### config.mk
export PLATFORM = sky130hd
export DESIGN_NAME = serial_adder_flat
export DESIGN_NICKNAME = d
export VERILOG_FILES = /design/src/rtl/serial_adder_pkg.sv /design/src/rtl/serial_adder_if.sv /design/src/rtl/serial_adder_full_adder.sv /design/src/rtl/serial_adder.sv /design/src/flat_wrapper.sv
export SDC_FILE = /design/constraint.sdc
export NUM_CORES = 1
export LEC_CHECK = 0
export BUFFER_PORTS_ARGS = -buffer_cell sky130_fd_sc_hd__buf_2
export CAP_MARGIN = 20
export CORE_AREA = 2 2 81 83
export CTS_BUF_LIST = sky130_fd_sc_hd__clkbuf_4
export CTS_CLUSTER_SIZE = 8
export DETAILED_ROUTE_END_ITERATION = 8
export DIE_AREA = 0 0 83 85
export SKIP_CTS_REPAIR_TIMING = 1
export SLEW_MARGIN = 10
export SYNTH_ARGS = -nofsm -noshare
export SYNTH_HDL_FRONTEND = slang
export SYNTH_SLANG_ARGS = --single-unit
### constraint.sdc
create_clock -name clk -period 1.56 [get_ports clk]
set_input_delay 0 -clock clk [delete_from_list [all_inputs] [get_ports clk]]
set_output_delay 0 -clock clk [all_outputs]
set_load 0.005 [all_outputs]
### src/rtl/serial_adder_pkg.sv
// serial_adder_pkg
//   Shared definitions for the bit-serial adder:
//     state_t   - FSM state encoding (2'd3 is unused and recovers to IDLE)
//     cnt_width - width of the bit counter for a given operand width
package serial_adder_pkg;

    typedef enum logic [1:0] {
        IDLE  = 2'd0,
        SHIFT = 2'd1,
        DONE  = 2'd2
    } state_t;

    // A WIDTH=1 adder still needs a 1-bit counter; $clog2(1) would be 0.
    function automatic int cnt_width(input int w);
        return (w <= 1) ? 1 : $clog2(w);
    endfunction

endpackage

### src/rtl/serial_adder_if.sv
// serial_adder_if
//   Operand/result bundle between an operand source and the serial adder.
//   master: drives start/a/b/cin, observes busy/done/sum/cout (operand source)
//   slave : the adder side
interface serial_adder_if #(
    parameter int WIDTH = 8
);
    logic             start;
    logic [WIDTH-1:0] a;
    logic [WIDTH-1:0] b;
    logic             cin;
    logic             busy;
    logic             done;
    logic [WIDTH-1:0] sum;
    logic             cout;

    modport master (
        output start, a, b, cin,
        input  busy, done, sum, cout
    );

    modport slave (
        input  start, a, b, cin,
        output busy, done, sum, cout
    );
endinterface

### src/rtl/serial_adder_full_adder.sv
// full_adder
//   Existing 1-bit full adder cell.
//   a, b, cin : input bits
//   sum       : a ^ b ^ cin
//   cout      : majority(a, b, cin)
module full_adder (
    input  logic a,
    input  logic b,
    input  logic cin,
    output logic sum,
    output logic cout
);
    assign sum  = a ^ b ^ cin;
    assign cout = (a & b) | (a & cin) | (b & cin);
endmodule

### src/rtl/serial_adder.sv
// serial_adder
//   Bit-serial adder: captures a, b, cin on an accepted start, adds LSB-first
//   one bit per clock through a single full_adder with a registered carry,
//   then pulses done for one cycle with sum/cout valid.
//   clk  : rising-edge clock
//   rst  : asynchronous active-high reset
//   bus  : serial_adder_if slave (start/a/b/cin in, busy/done/sum/cout out)
import serial_adder_pkg::*;

module serial_adder #(
    parameter int WIDTH = 8
) (
    input  logic          clk,
    input  logic          rst,
    serial_adder_if.slave bus
);
    localparam int            CW   = cnt_width(WIDTH);
    localparam logic [CW-1:0] LAST = CW'(WIDTH - 1);

    state_t           state;
    state_t           state_nx;
    logic [WIDTH-1:0] a_sr;
    logic [WIDTH-1:0] b_sr;
    logic [WIDTH-1:0] sum_r;
    logic             carry;
    logic             cout_r;
    logic [CW-1:0]    cnt;
    logic             fa_s;
    logic             fa_co;
    logic             last_bit;

    full_adder u_fa (
        .a    (a_sr[0]),
        .b    (b_sr[0]),
        .cin  (carry),
        .sum  (fa_s),
        .cout (fa_co)
    );

    assign last_bit = (cnt == LAST);

    always_ff @(posedge clk or posedge rst) begin
        if (rst) begin
            state <= IDLE;
        end else begin
            state <= state_nx;
        end
    end

    always_comb begin
        state_nx = state;
        case (state)
            IDLE:    if (bus.start) state_nx = SHIFT;
            SHIFT:   if (last_bit)  state_nx = DONE;
            DONE:    state_nx = IDLE;
            default: state_nx = IDLE;
        endcase
    end

    always_ff @(posedge clk or posedge rst) begin
        if (rst) begin
            a_sr   <= '0;
            b_sr   <= '0;
            sum_r  <= '0;
            carry  <= 1'b0;
            cout_r <= 1'b0;
            cnt    <= '0;
        end else begin
            case (state)
                IDLE: begin
                    if (bus.start) begin
                        a_sr  <= bus.a;
                        b_sr  <= bus.b;
                        carry <= bus.cin;
                        cnt   <= '0;
                    end
                end
                SHIFT: begin
                    // Shift-and-OR form so WIDTH=1 needs no [WIDTH-1:1] slice.
                    sum_r <= (sum_r >> 1) | (WIDTH'(fa_s) << (WIDTH - 1));
                    carry <= fa_co;
                    a_sr  <= a_sr >> 1;
                    b_sr  <= b_sr >> 1;
                    cnt   <= cnt + CW'(1);
                    if (last_bit) begin
                        cout_r <= fa_co;
                    end
                end
                default: ;
            endcase
        end
    end

    assign bus.busy = (state == SHIFT);
    assign bus.done = (state == DONE);
    assign bus.sum  = sum_r;
    assign bus.cout = cout_r;

endmodule
### src/flat_wrapper.sv
// flat-port wrapper written by rule: the top's interface ports become plain ports
module serial_adder_flat 
#(
    parameter int WIDTH = 8
)
  (clk, rst, bus_start, bus_a, bus_b, bus_cin, bus_busy, bus_done, bus_sum, bus_cout);
  serial_adder_if #(.WIDTH(WIDTH)) bus_i ();
  input  logic clk;
  input  logic rst;
  input wire logic [$bits(bus_i.start)-1:0] bus_start;
  input wire logic [$bits(bus_i.a)-1:0] bus_a;
  input wire logic [$bits(bus_i.b)-1:0] bus_b;
  input wire logic [$bits(bus_i.cin)-1:0] bus_cin;
  output wire logic [$bits(bus_i.busy)-1:0] bus_busy;
  output wire logic [$bits(bus_i.done)-1:0] bus_done;
  output wire logic [$bits(bus_i.sum)-1:0] bus_sum;
  output wire logic [$bits(bus_i.cout)-1:0] bus_cout;
  assign bus_i.start = bus_start;
  assign bus_i.a = bus_a;
  assign bus_i.b = bus_b;
  assign bus_i.cin = bus_cin;
  assign bus_busy = bus_i.busy;
  assign bus_done = bus_i.done;
  assign bus_sum = bus_i.sum;
  assign bus_cout = bus_i.cout;
  serial_adder #(.WIDTH(WIDTH)) u_core (.clk(clk), .rst(rst), .bus(bus_i));
endmodule
# --- After elaboration in Yosys (flattened, before gate mapping) ---
# Index checks and enable logic that the tools add are counted.
# Widths: inputs -> output; s select.
word_totals:
  reg_bits: 31
  inputBits: 20
  out_inout_bits: 11
  elab_cells: 37
op_classes:
  add_sub_neg: 1
  eq_ne: 5
  muxes: 11
  n_bitwise: 8
  reduce_logical: 5
ops:
  columns: ["operator", "n"]
  rows:
  - ["$pmux 8 s2", 2]
  - ["$mux 8", 2]
  - ["$or 7x8->8", 1]
  - ["$pmux 3 s2", 1]
  - ["$reduce_and 2->1", 3]
  - ["$mux 2", 2]
  - ["$pmux 2 s2", 1]
  - ["$add 3x1->3 const B", 1]
  - ["$and 1x1->1", 3]
  - ["$eq 3x3->1 const B", 1]
  - ["$mux 3", 1]
  - ["$eq 2x1->1 const B", 1]
  - ["$eq 2x2->1 const B", 1]
  - ["$logic_not 2->1", 1]
  - ["$ne 2x1->1 const B", 1]
  - ["$ne 2x2->1 const B", 1]
  - ["$or 1x1->1", 2]
  - ["$pmux 1 s2", 1]
  - ["$reduce_bool 2->1", 1]
  - ["$xor 1x1->1", 2]
  - ["$mux 1", 1]

# --- Depth between registers and ports, before layout ---
logic_depth:
  word_depth: 4
  mapped_depth: 5
  depth_no_buf: 4

# --- Modules after synthesis ---
# From an unflattened synthesis, not the netlist that was laid out.
hier_totals:
  cells_unflattened: 127
  hier_area_um2: 1386.3
by_module_without_submodules:
  columns: ["module", "instances", "cells_each", "area_each_um2", "seq_area_each_um2"]
  rows:
  - ["serial_adder", 1, 126, 1366.3, 775.7]
  - ["full_adder", 1, 1, 20.0, 0.0]

# --- Worst setup path after synthesis ---
# Ideal clock, no wire load.
synth_path:
  path_type: "register to register"
  startpoint: "reg u_core.cnt[0]"
  endpoint: "reg u_core.cout_r (netlist: u_core.bus.cout)"
  setup_time_ns: 0.125
  arrival_time_ns: 1.150
  required_time_ns: 1.435
  path_slack_ns: 0.285
  path_stages_with_launch: 5
  n_path_buf: 0
  cell_sequence: "dfrtp_1 ha_1 ha_1 nand3b_1 mux2_2"
synth_via:
  elab_chain_cells: 2
synth_rtl:
  columns: ["item", "line_no", "source"]
  rows:
  - ["from (decl)", "serial_adder.sv:27", "logic [CW-1:0] cnt;"]
  - ["from (signal assigned)", "serial_adder.sv:84", "cnt <= cnt + CW'(1);"]
  - ["$eq 3x3->1", "serial_adder.sv:40", "assign last_bit = (cnt == LAST);"]
  - ["$reduce_and 2->1 (no source line)", null, null]
  - ["to (signal assigned)", "serial_adder.sv:86", "cout_r <= fa_co;"]
  - ["to (decl)", "serial_adder.sv:26", "logic cout_r;"]
# No other way between the ends.
# A chain may end at the register's enable or synchronous reset.

# --- Worst setup path in the final report ---
layout_path:
  startpoint: "reg u_core.state[1]"
  endpoint: "out bus_busy"
layout_via:
  elab_chain_cells: 1
layout_rtl:
  columns: ["item", "line_no", "source"]
  rows:
  - ["from (decl)", "serial_adder.sv:20", "state_t state;"]
  - ["from (signal assigned)", "serial_adder.sv:46", "state <= state_nx;"]
  - ["$eq 2x1->1", "serial_adder.sv:94", "assign bus.busy = (state == SHIFT);"]
  - ["to (decl)", "flat_wrapper.sv:14", "output wire logic [$bits(bus_i.busy)-1:0] bus_busy;"]
# No other way between the ends.

==> results.toml <==
[run_status]
status = "finished, final reports clean"

[logic_synthesis]
syn_inst = 128
synth_most_common_cell = "dfrtp_1"
syn_area_per_cell_um2 = 11.8
synth_top_area_frac = 0.513
synth_edf_count = 0
async_reset_ff_frac = 1.00
ys.flop_type = "dfrtp_1"
synthTopCellsByCount = "dfrtp_1, inv_1, nor4b_1"
synth_area_um2 = 1510
seq_area_frac_synth = 0.513
yosysTopAreaCell = "dfrtp_1"
synth_seq_cells = 31
synth_nets = 151
yosys_warnings = 0
synth_cell_type_count = 22
synthTopCellsByArea = "dfrtp_1, nor4b_1, a221oi_1"

[die]
die_h_um = 85
core.rowCount = 29
core_um2 = 6200
start_util = 0.244
die_w_um = 83
dieArea_um2 = 7060
io_pins = 31

[min_path]
min_path_type = "primary input to flop"

[power_and_ir_drop]
ir_drop_v = 0.000615
total_leakage_power_nw = 0.857
power_per_cell_area_nw_per_um2 = 1840

[drt]
post-route-drc-count = 0
wl_per_cell_um = 13.0
drt-met1-wl_um = 1520
drtAntennaViolNets = 0
via_per_inst = 4.60
top_layer = "met4"
routed_wl_um = 3150
drt_iter0_markers = 49
wl_met3_um = 190
firstDrtPassIters = 4
vias = 1112
wl_met2_um = 1380

[clock_tree]
clock-sinks = 31
cts_buffers = 5
path_clk_slew_ps = 90
cts-root-buf = "clkbuf_4"
clock_path_buffers = 2
cts_tree = "built"
htreeDepth = 2
clk_latency_ps = 330

[final_layout]
insertedDiodeCount = 0
final_layout_size_suffix_gt1_frac = 0.364
area_delta_synth_final_pct = 21.2
stdcell_count = 242
final_core_util = 0.295
final_nets = 187

[placed_design]
pre_cts_ws_ps = 177
gp_congestion = 0.717
dp_hpwl_um = 2140
dp.cells = 231
io_buffers = 30

[setup_path]
end_kind = "primary output"
path_class = "flop to primary output"
critPathLaunchType = "flop"
cp.arrival_ps = 1410
worstPathRequired_ps = 1560
ff2ff_setup_slack_ps = 180
cp_max_fo = 15

[sta]
worst_pin_slew_ps = 458
rsz0062_at_grt = "false"
finalClockSkew_ps = 3.81
fin_crit_ps = 1410
fin_ws_ps = 153
slew_viol_final = 0
finalHoldViolCount = 0
fmax_mhz = 711
holdWs_ps = 11.7
setup_viol = 0
fin_tns_setup_ps = 0
fin_crit_sh = 0.902
relSlewSlack = 0.694

[flow_run]
cap_violations = 0

[grt]
grt_pass1_wl_um = 5490
grt_max_degree = 32
grt_pass1_vias = 1156
grt_overflow = 0
grt_antenna_before_repair = 0
globalRouteTotalUtil = 0.0986
-- critical path, stage by stage, from the launching register on --
cell and delay [ps]:
dfrtp_1 450, nor2b_4 420, buf_2 200
-- cell families after synthesis --
family | after synthesis | share of synthesized area
AO/OA/AOI/OAI | 21 | 0.129
buffers and inverters | 30 | 0.0935
flip-flops | 31 | 0.513
AND/OR/NAND/NOR | 33 | 0.153
multiplexers | 10 | 0.0819
adder cells (fa/ha/maj) | 3 | 0.0298
-- metal layers --
layer  track usage  vias to the layer above
li1              -                      533
met1         0.131                      533
met2         0.147                       39
met3        0.0311                        7
met4        0.0447                        0
met5             0                        -
-- sequential cells by signal, indices dropped and copies added, names as in the netlist --
name,count
u_core.a_sr,8
u_core.b_sr,8
u_core.bus.sum,8
u_core.cnt,3
u_core.state,2
u_core.bus.cout,1
u_core.carry,1
-- where the power goes --
group	switching, mW	internal [mW]	total, mW	leakage, nW
registers	0.217	1.19	1.41	0.362
clock network	0.271	0.210	0.481	0.0361
logic	0.682	0.807	1.49	0.458
-- per-stage QoR --
step	power, mW	area, um^2
after floorplan	2.56	1510
after global placement	2.87	1750
after detailed placement	2.93	1750
after CTS	3.43	1800
after global routing	3.70	1830
final	3.38	1830
-- placed cells by master, fill, tap and decap left out, drive strengths merged --
cell | synthesis | final
nor4b | 15 | 15
nor2b | 2 | 2
a22o | 4 | 4
nand2b | 2 | 2
a21oi | 1 | 1
a211oi | 2 | 2
a221oi | 13 | 13
mux2 | 10 | 10
clkinv | 0 | 1
o21bai | 1 | 1
clkbuf | 4 | 7
ha | 2 | 2
fa | 1 | 1
inv | 18 | 18
nand3b | 1 | 1
buf | 8 | 38
nor3b | 3 | 3
dfrtp | 31 | 31
nor2 | 10 | 10
dlygate4sd3 | 0 | 3
-- cell type report --
class,instances,area [um^2]
repair buffers,41,240
inverters,18,67.6
flip-flops and latches,31,776
fillers,641,4370
well taps,77,96.3
clock buffers,7,52.6
clock inverters,1,5.00
multi-input cells,67,596
-- path summary, 6_finish.rpt --
path	end	from	cells past startpoint
max	bus_busy	u_core.state[1]	2
min	u_core.carry	bus_cin	3
max reg2reg	u_core.a_sr[2]	u_core.state[0]	4
min reg2reg	u_core.bus.cout	u_core.bus.cout	1
max in group asynchronous	u_core.b_sr[6]	rst	4
min in group asynchronous	u_core.bus.sum[0]	rst	4
Power figures use the tool's default switching activity.
